--- src/rtl/mfp_adc_max10_scanner_if.sv ---
// rtl/mfp_adc_max10_scanner_if.sv - MAX10 modular ADC command/response channel bundle
//
// Purpose: groups the ADC IP command (ADC_C_*) and response (ADC_R_*) streams.
// Modports:
//   master - scan sequencer side: drives the command, receives Ready and responses.
//   slave  - ADC IP side: receives the command, drives Ready and responses.
// Signals:
//   ADC_C_Valid/Channel[4:0]/SOP/EOP  command from sequencer
//   ADC_C_Ready                       command accepted by the ADC
//   ADC_R_Valid/Channel[4:0]/Data[11:0]/SOP/EOP  conversion response

interface mfp_adc_max10_scanner_if;
  logic        ADC_C_Valid;
  logic [4:0]  ADC_C_Channel;
  logic        ADC_C_SOP;
  logic        ADC_C_EOP;
  logic        ADC_C_Ready;
  logic        ADC_R_Valid;
  logic [4:0]  ADC_R_Channel;
  logic [11:0] ADC_R_Data;
  logic        ADC_R_SOP;
  logic        ADC_R_EOP;

  modport master (
    output ADC_C_Valid, ADC_C_Channel, ADC_C_SOP, ADC_C_EOP,
    input  ADC_C_Ready,
    input  ADC_R_Valid, ADC_R_Channel, ADC_R_Data, ADC_R_SOP, ADC_R_EOP
  );

  modport slave (
    input  ADC_C_Valid, ADC_C_Channel, ADC_C_SOP, ADC_C_EOP,
    output ADC_C_Ready,
    output ADC_R_Valid, ADC_R_Channel, ADC_R_Data, ADC_R_SOP, ADC_R_EOP
  );
endinterface

--- src/rtl/mfp_adc_max10_scanner.sv ---
// rtl/mfp_adc_max10_scanner.sv - autonomous MAX10 ADC scan sequencer with per-channel result bank
//
// Purpose: waits SCAN_PERIOD cycles, then issues one single-sample conversion per
// enabled slot (slot i = ADC channel CH_FIRST+i), stores each response in an
// 8-entry result bank and flags it in UPDATED.
// Optional feature: define MFP_ADC_MAX10_AVERAGE_EN to convert each enabled slot
// four times per scan and store the 4-sample average.
// Ports:
//   HCLK, HRESETn         clock, asynchronous active-low reset
//   ENABLE                run scanning
//   CH_MASK[7:0]          per-slot enable
//   adc                   ADC command/response bundle (master modport)
//   RD_INDEX[2:0]         bank slot select
//   RD_DATA[11:0]         combinational read of slot RD_INDEX
//   UPDATED[7:0]          sticky per-slot new-result flags
//   CLR_UPDATED[7:0]      per-slot clear strobes (a simultaneous set wins)
//   SCAN_DONE             one-cycle pulse at the end of each scan
//   TIMEOUT_ERR           sticky response-timeout flag, cleared only by reset

module mfp_adc_max10_scanner #(
  parameter int CH_FIRST     = 1,
  parameter int SCAN_PERIOD  = 5000,
  parameter int RESP_TIMEOUT = 1023
) (
  input  logic                           HCLK,
  input  logic                           HRESETn,
  input  logic                           ENABLE,
  input  logic [7:0]                     CH_MASK,
  mfp_adc_max10_scanner_if.master        adc,
  input  logic [2:0]                     RD_INDEX,
  output logic [11:0]                    RD_DATA,
  output logic [7:0]                     UPDATED,
  input  logic [7:0]                     CLR_UPDATED,
  output logic                           SCAN_DONE,
  output logic                           TIMEOUT_ERR
);

  typedef enum logic [2:0] {
    S_IDLE,
    S_WAIT,
    S_SELECT,
    S_CMD,
    S_RESP,
    S_DONE
  } state_t;

  localparam int          TO_W        = $clog2(RESP_TIMEOUT + 1);
  localparam logic [19:0] PERIOD_LAST = 20'(SCAN_PERIOD - 1);
  localparam logic [TO_W-1:0] TO_LAST = TO_W'(RESP_TIMEOUT - 1);
  localparam logic [TO_W-1:0] TO_ONE  = TO_W'(1);
  localparam logic [4:0]  CH_BASE     = 5'(CH_FIRST);
  localparam logic [5:0]  CH_LO       = 6'(CH_FIRST);
  localparam logic [5:0]  CH_HI       = 6'(CH_FIRST + 7);

  state_t            state_q, state_d;
  logic [19:0]       wait_q, wait_d;
  // ptr[3] set means the pointer has walked past slot 7
  logic [3:0]        ptr_q, ptr_d;
  logic [TO_W-1:0]   tcnt_q, tcnt_d;
  logic              valid_q, valid_d;
  logic [4:0]        chan_q, chan_d;
  logic              timeout_q, timeout_d;
  logic [7:0]        updated_q;
  logic [11:0]       bank_q [8];

  logic              wr_en;
  logic [2:0]        wr_slot;
  logic [11:0]       wr_data;
  logic [7:0]        set_mask;

  logic [5:0]        r_ch6;
  logic              r_in_range;
  logic [2:0]        r_slot;
  logic              r_accept;

`ifdef MFP_ADC_MAX10_AVERAGE_EN
  logic [1:0]        samp_q, samp_d;
  logic [13:0]       sum_q, sum_d;
  logic [13:0]       acc;
`endif

  // Response decode: the slot is taken from the response channel, not the pointer.
  assign r_ch6      = {1'b0, adc.ADC_R_Channel};
  assign r_in_range = (r_ch6 >= CH_LO) && (r_ch6 <= CH_HI);
  assign r_slot     = 3'(adc.ADC_R_Channel - CH_BASE);
  assign r_accept   = adc.ADC_R_Valid && r_in_range;

`ifdef MFP_ADC_MAX10_AVERAGE_EN
  assign acc = sum_q + {2'b00, adc.ADC_R_Data};
`endif

  always_comb begin
    state_d   = state_q;
    wait_d    = wait_q;
    ptr_d     = ptr_q;
    tcnt_d    = tcnt_q;
    valid_d   = valid_q;
    chan_d    = chan_q;
    timeout_d = timeout_q;
    wr_en     = 1'b0;
    wr_slot   = r_slot;
    wr_data   = adc.ADC_R_Data;
    set_mask  = 8'h00;
`ifdef MFP_ADC_MAX10_AVERAGE_EN
    samp_d    = samp_q;
    sum_d     = sum_q;
`endif

    case (state_q)
      S_IDLE: begin
        if (ENABLE) begin
          state_d = S_WAIT;
          wait_d  = 20'd0;
        end
      end

      S_WAIT: begin
        if (!ENABLE) begin
          state_d = S_IDLE;
        end else if (wait_q == PERIOD_LAST) begin
          state_d = S_SELECT;
          ptr_d   = 4'd0;
        end else begin
          wait_d = wait_q + 20'd1;
        end
      end

      // One slot examined per cycle; ENABLE low here ends the scan early.
      S_SELECT: begin
        if (!ENABLE || ptr_q[3]) begin
          state_d = S_DONE;
        end else if (CH_MASK[ptr_q[2:0]]) begin
          state_d = S_CMD;
          valid_d = 1'b1;
          chan_d  = CH_BASE + {2'b00, ptr_q[2:0]};
        end else begin
          ptr_d = ptr_q + 4'd1;
        end
      end

      // Command is held unconditionally until accepted, regardless of ENABLE.
      S_CMD: begin
        if (adc.ADC_C_Ready) begin
          valid_d = 1'b0;
          state_d = S_RESP;
          tcnt_d  = '0;
        end
      end

      // A valid response wins over a timeout landing in the same cycle.
      S_RESP: begin
        if (r_accept) begin
`ifdef MFP_ADC_MAX10_AVERAGE_EN
          if (samp_q == 2'd3) begin
            wr_en    = 1'b1;
            wr_data  = acc[13:2];
            set_mask = 8'b1 << r_slot;
            samp_d   = 2'd0;
            sum_d    = 14'd0;
            ptr_d    = ptr_q + 4'd1;
            state_d  = ENABLE ? S_SELECT : S_DONE;
          end else begin
            samp_d  = samp_q + 2'd1;
            sum_d   = acc;
            valid_d = 1'b1;
            state_d = S_CMD;
          end
`else
          wr_en    = 1'b1;
          set_mask = 8'b1 << r_slot;
          ptr_d    = ptr_q + 4'd1;
          state_d  = ENABLE ? S_SELECT : S_DONE;
`endif
        end else if (tcnt_q == TO_LAST) begin
          timeout_d = 1'b1;
          ptr_d     = ptr_q + 4'd1;
          state_d   = ENABLE ? S_SELECT : S_DONE;
`ifdef MFP_ADC_MAX10_AVERAGE_EN
          samp_d    = 2'd0;
          sum_d     = 14'd0;
`endif
        end else begin
          tcnt_d = tcnt_q + TO_ONE;
        end
      end

      S_DONE: begin
        wait_d  = 20'd0;
        state_d = ENABLE ? S_WAIT : S_IDLE;
      end

      default: begin
        state_d = S_IDLE;
        valid_d = 1'b0;
      end
    endcase
  end

  always_ff @(posedge HCLK or negedge HRESETn) begin
    if (!HRESETn) begin
      state_q   <= S_IDLE;
      wait_q    <= 20'd0;
      ptr_q     <= 4'd0;
      tcnt_q    <= '0;
      valid_q   <= 1'b0;
      chan_q    <= 5'd0;
      timeout_q <= 1'b0;
      updated_q <= 8'h00;
      for (int i = 0; i < 8; i++) begin
        bank_q[i] <= 12'd0;
      end
`ifdef MFP_ADC_MAX10_AVERAGE_EN
      samp_q    <= 2'd0;
      sum_q     <= 14'd0;
`endif
    end else begin
      state_q   <= state_d;
      wait_q    <= wait_d;
      ptr_q     <= ptr_d;
      tcnt_q    <= tcnt_d;
      valid_q   <= valid_d;
      chan_q    <= chan_d;
      timeout_q <= timeout_d;
      // set has priority over a same-cycle clear
      updated_q <= (updated_q & ~CLR_UPDATED) | set_mask;
      if (wr_en) begin
        bank_q[wr_slot] <= wr_data;
      end
`ifdef MFP_ADC_MAX10_AVERAGE_EN
      samp_q    <= samp_d;
      sum_q     <= sum_d;
`endif
    end
  end

  assign adc.ADC_C_Valid   = valid_q;
  assign adc.ADC_C_Channel = chan_q;
  assign adc.ADC_C_SOP     = valid_q;
  assign adc.ADC_C_EOP     = valid_q;

  assign RD_DATA     = bank_q[RD_INDEX];
  assign UPDATED     = updated_q;
  assign SCAN_DONE   = (state_q == S_DONE);
  assign TIMEOUT_ERR = timeout_q;

  // Single-sample responses carry no framing information worth checking.
  logic unused_r_framing;
  assign unused_r_framing = adc.ADC_R_SOP ^ adc.ADC_R_EOP;

endmodule

--- src/flat_wrapper.sv ---
// flat-port wrapper written by rule: the top's interface ports become plain ports
module mfp_adc_max10_scanner_flat 
#(
  parameter int CH_FIRST     = 1,
  parameter int SCAN_PERIOD  = 5000,
  parameter int RESP_TIMEOUT = 1023
)
  (HCLK, HRESETn, ENABLE, CH_MASK, RD_INDEX, RD_DATA, UPDATED, CLR_UPDATED, SCAN_DONE, TIMEOUT_ERR, adc_ADC_C_Valid, adc_ADC_C_Channel, adc_ADC_C_SOP, adc_ADC_C_EOP, adc_ADC_C_Ready, adc_ADC_R_Valid, adc_ADC_R_Channel, adc_ADC_R_Data, adc_ADC_R_SOP, adc_ADC_R_EOP);
  mfp_adc_max10_scanner_if adc_i ();
  input  logic HCLK;
  input  logic HRESETn;
  input  logic ENABLE;
  input  logic [7:0] CH_MASK;
  input  logic [2:0] RD_INDEX;
  output logic [11:0] RD_DATA;
  output logic [7:0] UPDATED;
  input  logic [7:0] CLR_UPDATED;
  output logic SCAN_DONE;
  output logic TIMEOUT_ERR;
  output wire logic [$bits(adc_i.ADC_C_Valid)-1:0] adc_ADC_C_Valid;
  output wire logic [$bits(adc_i.ADC_C_Channel)-1:0] adc_ADC_C_Channel;
  output wire logic [$bits(adc_i.ADC_C_SOP)-1:0] adc_ADC_C_SOP;
  output wire logic [$bits(adc_i.ADC_C_EOP)-1:0] adc_ADC_C_EOP;
  input wire logic [$bits(adc_i.ADC_C_Ready)-1:0] adc_ADC_C_Ready;
  input wire logic [$bits(adc_i.ADC_R_Valid)-1:0] adc_ADC_R_Valid;
  input wire logic [$bits(adc_i.ADC_R_Channel)-1:0] adc_ADC_R_Channel;
  input wire logic [$bits(adc_i.ADC_R_Data)-1:0] adc_ADC_R_Data;
  input wire logic [$bits(adc_i.ADC_R_SOP)-1:0] adc_ADC_R_SOP;
  input wire logic [$bits(adc_i.ADC_R_EOP)-1:0] adc_ADC_R_EOP;
  assign adc_ADC_C_Valid = adc_i.ADC_C_Valid;
  assign adc_ADC_C_Channel = adc_i.ADC_C_Channel;
  assign adc_ADC_C_SOP = adc_i.ADC_C_SOP;
  assign adc_ADC_C_EOP = adc_i.ADC_C_EOP;
  assign adc_i.ADC_C_Ready = adc_ADC_C_Ready;
  assign adc_i.ADC_R_Valid = adc_ADC_R_Valid;
  assign adc_i.ADC_R_Channel = adc_ADC_R_Channel;
  assign adc_i.ADC_R_Data = adc_ADC_R_Data;
  assign adc_i.ADC_R_SOP = adc_ADC_R_SOP;
  assign adc_i.ADC_R_EOP = adc_ADC_R_EOP;
  mfp_adc_max10_scanner #(.CH_FIRST(CH_FIRST), .SCAN_PERIOD(SCAN_PERIOD), .RESP_TIMEOUT(RESP_TIMEOUT)) u_core (.HCLK(HCLK), .HRESETn(HRESETn), .ENABLE(ENABLE), .CH_MASK(CH_MASK), .adc(adc_i), .RD_INDEX(RD_INDEX), .RD_DATA(RD_DATA), .UPDATED(UPDATED), .CLR_UPDATED(CLR_UPDATED), .SCAN_DONE(SCAN_DONE), .TIMEOUT_ERR(TIMEOUT_ERR));
endmodule
--- config.mk ---
export PLATFORM = sky130hd
export DESIGN_NAME = mfp_adc_max10_scanner_flat
export DESIGN_NICKNAME = d
export VERILOG_FILES = /design/src/rtl/mfp_adc_max10_scanner_if.sv /design/src/rtl/mfp_adc_max10_scanner.sv /design/src/flat_wrapper.sv
export SDC_FILE = /design/constraint.sdc
export NUM_CORES = 1
export LEC_CHECK = 0
export ABC_CLOCK_PERIOD_IN_PS = 2860
export BUFFER_PORTS_ARGS = -buffer_cell sky130_fd_sc_hd__buf_2
export CAP_MARGIN = 20
export CORE_AREA = 5 5 123 125
export DETAILED_ROUTE_END_ITERATION = 8
export DIE_AREA = 0 0 128 130
export HOLD_SLACK_MARGIN = 0.12
export MAX_ROUTING_LAYER = met4
export PLACE_DENSITY = 0.75
export SYNTH_ARGS = -nofsm -noshare
export SYNTH_HDL_FRONTEND = slang
export SYNTH_SLANG_ARGS = --single-unit
--- constraint.sdc ---
create_clock -name HCLK -period 2.86 [get_ports HCLK]
set_input_delay 0.715 -clock HCLK [delete_from_list [all_inputs] [get_ports HCLK]]
set_output_delay 0.715 -clock HCLK [all_outputs]
set_load 0.05 [all_outputs]
; Word level (Yosys, flattened, before mapping)
; Cells that the tools add are included.
[word_totals]
regBits = 148
mem_bits_rw = 0
output_inout_bits = 30
in_bits = 43
n_memories = 0
mem_bits_ro = 0
word_cells = 115
latchBits = 0
[classes]
bitwise = 8
add_sub_neg = 5
mux = 42
div = 0
eq_ne = 20
shift = 1
mul = 0
magnitude_cmp = 6
n_reduce_logical = 17
[op_table]
columns = operator, n
row1 = bitwise mux 96 bit, 1
row2 = 2-to-1 mux 20 bit, 3
row3 = one-hot mux 20 bit (3 select lines), 1
row4 = binary-select mux 12 bit (select 3 bit), 1
row5 = demux 12 bit (select 3 bit), 1
row6 = 2-to-1 mux 12 bit, 3
row7 = 2-to-1 mux 10 bit, 3
row8 = 2-to-1 mux 3 bit, 9
row9 = 2-to-1 mux 4 bit, 6
row10 = adder 20 x 1 -> 20 bit (second input constant), 1
row11 = == test 20 x 13 -> 1 bit (second input constant), 1
row12 = one-hot mux 10 bit (2 select lines), 1
row13 = one-hot mux 3 bit (6 select lines), 1
row14 = 2-to-1 mux 8 bit, 2
row15 = != test 2 bit (second input constant), 8
row16 = one-hot mux 4 bit (3 select lines), 1
row17 = AND reduction 4 bit, 3
row18 = adder 10 x 1 -> 10 bit (second input constant), 1
row19 = == test 10 bit (second input constant), 1
row20 = AND 8 bit, 1
row21 = greater-or-equal comparator 4 bit (second input constant), 2
row22 = NOT 3 -> 4 bit, 2
row23 = NOT 8 bit, 1
row24 = bitwise OR 8 bit, 1
row25 = 28 further kinds, 44

; Logic depth before layout (Yosys ltp)
; Gate-level depths: netlist of run 1.
[depth]
depth_word = 7
mapped_depth = 9
mapped_depth_nobuf = 8

; Worst setup path before layout of run 1
; No wires, ideal clock.
[synth_timing]
kind = input port to output port
startpoint = input port RD_INDEX[0]
endpoint = output port RD_DATA[0]
t_required_ns = 2.145
setup_slack_ns = -0.103
path_buffers = 2
arrival_ns = 2.248
stages = 4
path_cell_list = clkbuf_1 buf_2 mux4_2 mux2_2
[synth_via]
elab_chain_cells = 4
[synth_lines]
columns = item, line_no
row1 = from (decl), flat_wrapper.sv:14  ; input logic [2:0] RD_INDEX;
row2 = NOT 3 -> 4 bit (implied by the code), mfp_adc_max10_scanner.sv:241  ; assign RD_DATA = bank_q[RD_INDEX];
row3 = binary-select mux 12 bit (select 3 bit), mfp_adc_max10_scanner.sv:241
row4 = 2-to-1 mux 12 bit (implied by the code) (2 in a row), mfp_adc_max10_scanner.sv:241
row5 = to (decl), flat_wrapper.sv:15  ; output logic [11:0] RD_DATA;
; Every way passes these cells. The select of a mux whose other input is x is not followed.

; Worst setup path in the final report of run 1
[layout_timing]
startpoint = input port RD_INDEX[0]
endpoint = output port RD_DATA[11]
; Same word-level chain as after synthesis.

==> results of run 1 <==
[power groups by stage]
| stage | combinational [W] | clock [W] | sequential (W) |
|---|---|---|---|
| 6_report | 0.00123 | 0.00220 | 0.00251 |
| 5_1_grt | 0.00135 | 0.00235 | 0.00255 |
| 4_1_cts | 0.00124 | 0.00224 | 0.00251 |
| 3_5_place_dp | 0.00123 | 0 | 0.00255 |
| 3_3_place_gp | 0.00119 | 0 | 0.00252 |
| 2_1_floorplan | 0.000887 | 0 | 0.00257 |
[registers in the layout, summed over array words and instances (netlist names)]
name	flops
u_core.TIMEOUT_ERR	1
u_core.wait_q	20
u_core.ptr_q	4
u_core.UPDATED	8
u_core.adc.ADC_C_Channel	4
u_core.tcnt_q	10
u_core.bank_q	96
u_core.adc.ADC_C_EOP	1
u_core.state_q	3
[critical path, cell delays in order]
cell and delay, ns:
buf_2 0.14, buf_12 0.17, mux4_2 0.51, mux2_2 0.29
buf_2 0.22
[metal layers]
metal / wire [um] / track usage, % / share of wire (%)
met2: 7860 / 34.2 / 52
met5: 0 / - / 0
met1: 6380 / 25.2 / 42
met4: 240 / 6.68 / 1.6
met3: 611 / 4.42 / 4.0
[final cells by class]
type | count | share of cell area (%)
tap | 180 | 2.63
timing repair buffer | 91 | 7.63
clock inverter | 12 | 1.71
multi-input combinational | 375 | 39.1
inverter | 18 | 0.788
clock buffer | 20 | 5.21
antenna | 1 | 0.0292
sequential | 147 | 42.9
[stage by stage]
stage               instance area (um^2)  hold WS, ns  cells  setup WS [ns]  total power (W)
floorplan                           7250        0.419    565          0.121          0.00346
global placement                    7980        0.462    811         0.0905          0.00371
detailed placement                  7980        0.461    811         0.0358          0.00378
CTS                                 8570        0.333    843         0.0838          0.00600
global route                        8570        0.359    844         0.0275          0.00625
finish                              8570        0.308    844         0.0886          0.00595
[how the worst max path moves through the flow]
| stage | from | end | slack, ns | depth (start not counted) |
|---|---|---|---|---|
| after detailed placement | adc_ADC_R_Channel[1] | u_core.bank_q[44] | 0.04 | 10 |
| after global routing | RD_INDEX[0] | RD_DATA[5] | 0.03 | 5 |
| final | RD_INDEX[0] | RD_DATA[11] | 0.09 | 5 |
| after global placement | RD_INDEX[0] | RD_DATA[5] | 0.09 | 5 |
| after floorplan | RD_INDEX[0] | RD_DATA[0] | 0.12 | 4 |
| after CTS | RD_INDEX[0] | RD_DATA[11] | 0.08 | 5 |
[synthesized netlist by cell type, types with 2 or more instances]
cell type	number
nor2_2	2
inv_1	17
buf_6	2
nand4b_1	2
a21oi_1	11
nor4_1	3
or3_1	3
o21ai_0	19
a31oi_1	3
xnor2_1	5
mux4_2	24
nand3_2	2
mux2_1	12
nor3_4	2
dfrtp_1	147
buf_2	8
nand2_1	33
nor4_2	2
o31ai_1	2
mux4_1	2
ha_1	9
a22o_1	2
clkbuf_1	7
and4_1	2
buf_4	7
nand2b_1	7
xor2_1	21
nor2_1	45
and3_1	10
mux2_2	100
o211ai_1	2
nand4_1	11
nand3_1	19
[cells by family after synthesis]
kind of cell	after synthesis	synth area share [%]
AOI/OAI and AO/OA	50	4.82
xor gates and xnor gates	26	3.14
adders and majority gates	9	1.55
buffers and inverters	43	2.94
DFF	147	50.8
muxes	139	25.9
other	1	0.0518
and+or+nand+nor	150	10.8
==> results.md, run 1 <==
- Outcome: complete, no violations
- Crit end category: output pin
- Vias per cell: around 5.7
- RSZ-0062 raised after global routing: false
- Startpoint types: input port
- Logic gate share of total power: approximately a fifth
- First-pass GRT wire length: between 20 and 30 mm
- Yosys cell types: between 50 and 60
- Syn nets: between 600 and 700
- Area of the multi-input gates: between 3000 and 4000 um^2
- Residual DRC count: 0
- FFs w/ async S/R, synth: 100%
- Initial Util: 52.6%
- Initial antenna violation count: 1
- Die Span X: ~130 um
- Max IR drop VDD: between 0.5 and 0.6 mV
- Worst R2R Start: u_core.state_q[2]
- HPWL Detailed: 10.1 mm
- Net Sw Power: approximately 0.0018 W
- Achievable Freq: around 0.36 GHz
- Gr usage total: 20.5%
- TNS Setup: 0 ns
- Sequential Area: 3680 um^2
- Largest net degree at the start of global routing: 69
- Share of cells above drive strength 1: between 30% and 40%
- Chip height: ~130 um
- Power density over cell area: just under 700 nW/um^2
- Clock tree from TritonCTS: built
- Fillers: 1058
- Detailed Route WL: 15.1 mm
- Wire per inst: around 18 um
- Worst Path Required: around 2.1 ns
- Clock Tree Buf Depth: 2
- Most common cell after layout, fill and taps aside: dfrtp_1
- Mapped cell area: 7240 um^2
- # IOs: 73
- R2R depth: 7
- CP max FO: 11
- WS Path Type: input port to output pin
- Crit path time final: 2.77 ns
- Clock Sinks: ~150
- Final Util: between 60% and 70%
- Worst rel slew slack: about 56%
- Primary FF master, synth: dfrtp_1
- Post-synth top area share: between 50 and 60%
- Reg-to-reg slack, setup: approximately 0.44 ns
- Slew @ Worst Pin: ~0.66 ns
- Reg clk slew, reported paths: ~0.06 ns
- Crit path DAT: around 2.1 ns
- PostCTS Resize Cnt: 0
- CTS Root Buffer Type: clkbuf_16
- Via count: between 4000 and 5000
- Die ar.: between 15000 and 20000 um^2
- Switching Share: a little under a third
- Worst-Skew Late Latency: 0.42 ns
- Gr ovfl total: 0
- Cell accounting for the most synthesized area: dfrtp_1
- Core area: 13800 um^2
- Seq/Total Area, Yosys: between 50% and 60%
- Synth Area per Inst: around 13 um^2
- Clock share of power: 37.0%
- # nets final: roughly 700
- Post-synth EDFFs: 0
- Mapped Cells: 565
- TritonRoute pass-1 iters: 4
- Commonest cells after routing, fill and taps aside: dfrtp_1, mux2_2, buf_2
- Final ANT Viol Nets: 0
- Total of max-cap violations: 0
- Clock skew: between 0.007 and 0.008 ns
- CTS Hold Bufs: 0
- Power share of the sequential group: a little over two fifths
- FP Rows: 43
- Final setup fails: 0
- Slew Limit Fails: 0
- Setup Buffers After CTS: 0
- Seq cells post-synth: approximately 150
- Final hold violation count: 0
- P_leak: between 4 and 5 nW
- Initial DRC count: ~320
- Count of input and output buffers: between 60 and 70
- Ys Warns: 0
- Final period util: approximately 97%
- Area Overhead vs Synth: 18.4%
- CTS buffer count: 17
- Worst R2R End: u_core.bank_q[44]
- Vias in the first global route: between 5000 and 6000
- Hold crit path type: input port to async pin
- Gpl congestion: about 0.84
- Top post-synthesis cells by area: dfrtp_1, mux2_2, mux4_2
- Clock H-tree levels: 4
- Int Pwr: between 0.004 and 0.005 W
Note: power is estimated with default switching activity, not from simulation.
==> run 2, diff against run 1 <==
--- a/config.mk
+++ b/config.mk
@@ -14,6 +14,7 @@
 export HOLD_SLACK_MARGIN = 0.12
 export MAX_ROUTING_LAYER = met4
 export PLACE_DENSITY = 0.75
+export RECOVER_POWER = 50
 export SYNTH_ARGS = -nofsm -noshare
 export SYNTH_HDL_FRONTEND = slang
 export SYNTH_SLANG_ARGS = --single-unit
==> run 2 against run 1 <==
Cell area down 0.53%. Largest power group unchanged. Die area did not move. Worst setup slack hardly changed. The run now ends with max-capacitance violations, max-slew violations left. Core utilization decreased by 0.33 points. Register-to-register slack about the same. Non-clock buffer count unchanged. Total power down 0.44%. Critical endpoint unchanged. Sequential power about the same. Sequential share of layout area rose by 0.23 points. First-iteration DRC count shrank 13%. Worst hold slack better by 0.16 ns. Global-route usage did not move.
==> results.md, run 2 (synthesis gave the netlist of run 1 again) <==
- Outcome: finished, violations left (was complete, no violations)
- Violated checks: max-capacitance violations, max-slew violations
- Final period util: 96.9% (about the same)
- Clock share of power: 37.2% (was 37.0%)
- Total Power: 0.00592 W (was 0.00595 W)
- Die ar.: 16600 um^2 (unchanged)
- Count of input and output buffers: 69 (unchanged)
- CTS Hold Bufs: 0 (unchanged)
- Setup Buffers After CTS: 0 (unchanged)
- Reg clk slew, reported paths: 0.06 ns (about the same)
- Share of cells above drive strength 1: 38.0% (was 39.8%)
- Int Pwr: 0.00411 W (was 0.00413 W)
- Largest register FFs: 96 (unchanged)
- Switching Share: 30.6% (about the same)
- Area Overhead vs Synth: 17.7% (was 18.4%)
- CP Cell Sequence: buf_2 > buf_12 > mux4_2 > mux2_2 > buf_2 (unchanged)
- WS Path Type: input port to output pin (unchanged)
- Total of max-cap violations: 1 (was 0)
- Buf+Inv Stages, Crit Path: 3 (unchanged)
- # nets final: 702 (unchanged)
- Chip height: 130 um (unchanged)
- Vias in the first global route: 5178 (unchanged)
- Most common cell after layout, fill and taps aside: dfrtp_1 (unchanged)
- CTS Root Buffer Type: clkbuf_16 (unchanged)
- Initial Util: 52.6% (unchanged)
- Detailed Route WL: 15.1 mm (about the same)
- Startpoint types: input port (unchanged)
- Final hold slack: 0.470 ns (was 0.308 ns)
- # IOs: 73 (unchanged)
- Clock tree from TritonCTS: built (unchanged)
- Clock Sinks: 147 (unchanged)
- Most used cell, CP: buf_2 (unchanged)
- Largest regs: u_core.bank_q (96), u_core.wait_q (20), u_core.tcnt_q (10) (unchanged)
- Residual DRC count: 0 (unchanged)
- CP top delay family: multiplexers (unchanged)
- Wire per inst: 17.9 um (about the same)
- Worst-Skew Late Latency: 0.42 ns (about the same)
- Worst Path Required: 2.14 ns (about the same)
- Crit path max-delay cell type: mux4_2 (unchanged)
- Initial antenna violation count: 1 (unchanged)
- Clock Tree Buf Depth: 2 (unchanged)
- Largest net degree at the start of global routing: 69 (unchanged)
- PostCTS Resize Cnt: 0 (unchanged)
- Achievable Freq: 0.361 GHz (about the same)
- Slew Limit Fails: 68 (was 0)
- Initial DRC count: 279 (was 322)
- HPWL Detailed: 10.1 mm (unchanged)
- Gr usage total: 20.5% (unchanged)
- Final ANT Viol Nets: 0 (unchanged)
- Commonest cells after routing, fill and taps aside: dfrtp_1, mux2_2, buf_2 (unchanged)
- Vias per cell: 5.67 (was 5.68)
- Final hold violation count: 0 (unchanged)
- Power density over cell area: 694 nW/um^2 (about the same)
- Via count: 4787 (was 4795)
- Gr ovfl total: 0 (unchanged)
- Post-Place Setup Slack: 0.0358 ns (unchanged)
- Final setup fails: 0 (unchanged)
- RSZ-0062 raised after global routing: false (unchanged)
- Slew @ Worst Pin: 1.72 ns (was 0.656 ns)
- FP Rows: 43 (unchanged)
- CTS buffer count: 17 (unchanged)
- CP max FO: 11 (unchanged)
- Final setup margin: 0.0885 ns (was 0.0886 ns)
- Crit path largest cell delay: 0.51 ns (about the same)
- TNS Setup: 0 ns (unchanged)
- TritonRoute pass-1 iters: 4 (unchanged)
- Net Sw Power: 0.00181 W (was 0.00182 W)
- Core area: 13800 um^2 (unchanged)
- Power share of the sequential group: 42.5% (was 42.3%)
- Largest register by flop count: u_core.bank_q (unchanged)
- Logic gate share of total power: 20.4% (was 20.7%)
- Gpl congestion: 0.844 (unchanged)
- Crit path DAT: 2.06 ns (about the same)
- Crit end category: output pin (unchanged)
- Crit path time final: 2.77 ns (about the same)
- Hold crit path type: input port to flop (was input port to async pin)
- P_leak: 4.12 nW (was 4.17 nW)
- Clock H-tree levels: 4 (unchanged)
- Die Span X: 128 um (unchanged)
- Clock skew: 0.00709 ns (was 0.00704 ns)
- Fillers: 1063 (was 1058)
- First-pass GRT wire length: 26.0 mm (unchanged)
- Worst rel slew slack: -14.6% (was 56.3%)
- Max IR drop VDD: 0.518 mV (was 0.517 mV)
==> run 2: cell types whose count changed in the layout (fill, tap and decap cells not counted) <==
cell | before | now
clkbuf_4 | 0 | 1
buf_6 | 1 | 0
clkbuf_2 | 0 | 1
clkbuf_1 | 2 | 13
buf_12 | 11 | 10
buf_2 | 68 | 57
mux2i_1 | 0 | 1
mux2i_4 | 1 | 0
==> run 2: layout make-up <==
cell class,instances,area [um^2],area share (%)
multi-input cells,375,3340,39.2
clock buffers,20,447,5.24
well taps,180,225,2.64
repair buffers,91,622,7.29
clock inverters,12,146,1.72
flip-flops and latches,147,3680,43.1
diodes,1,2.50,0.0293
inverters,18,67.6,0.792
==> run 2: worst register-to-register path, stage by stage, from the launching register on <==
cell and delay [ns]:
dfrtp_1 0.46, mux4_1 0.58, mux2i_1 0.54, nand3_2 0.17
o21ai_4 0.20, nand2_1 0.09, mux2_2 0.27
==> run 2: final timing paths <==
kind	slack [ns]	depth (start not counted)	end	startpoint
setup / recovery	0.09	5	RD_DATA[11]	RD_INDEX[0]
hold / removal	0.47	2	u_core.UPDATED[6]	CLR_UPDATED[6]
setup reg to reg	0.44	6	u_core.ptr_q[0]	u_core.ptr_q[0]
hold reg to reg	0.47	1	u_core.TIMEOUT_ERR	u_core.TIMEOUT_ERR
max in group asynchronous	0.54	2	u_core.bank_q[59]	HRESETn
min in group asynchronous	0.75	1	u_core.bank_q[36]	HRESETn
==> run 2: metrics by stage <==
step | cell area (um^2) | util [%] | instances
after global placement | 7980 | 57.9 | 811
after floorplan | 7250 | - | 565
after CTS | 8570 | 62.2 | 843
after detailed placement | 7980 | 57.9 | 811
final | 8530 | 61.9 | 844
after global routing | 8530 | 61.9 | 844
==> run 2: metal layers <==
metal / GRT usage [%] / vias up / part of all wire (%)
met1: 25.2 / 2455 / 42
met3: 4.42 / 22 / 4.1
met5: - / - / 0
met4: 6.68 / 0 / 1.4
met2: 34.2 / 94 / 52
li1: - / 2216 / -
==> run 2: power groups by stage <==
stage | logic, W | registers, W | clock network, W
2_1_floorplan | 0.000887 | 0.00257 | 0
3_3_place_gp | 0.00119 | 0.00252 | 0
3_5_place_dp | 0.00123 | 0.00255 | 0
4_1_cts | 0.00124 | 0.00251 | 0.00224
5_1_grt | 0.00133 | 0.00255 | 0.00235
6_report | 0.00121 | 0.00251 | 0.00220
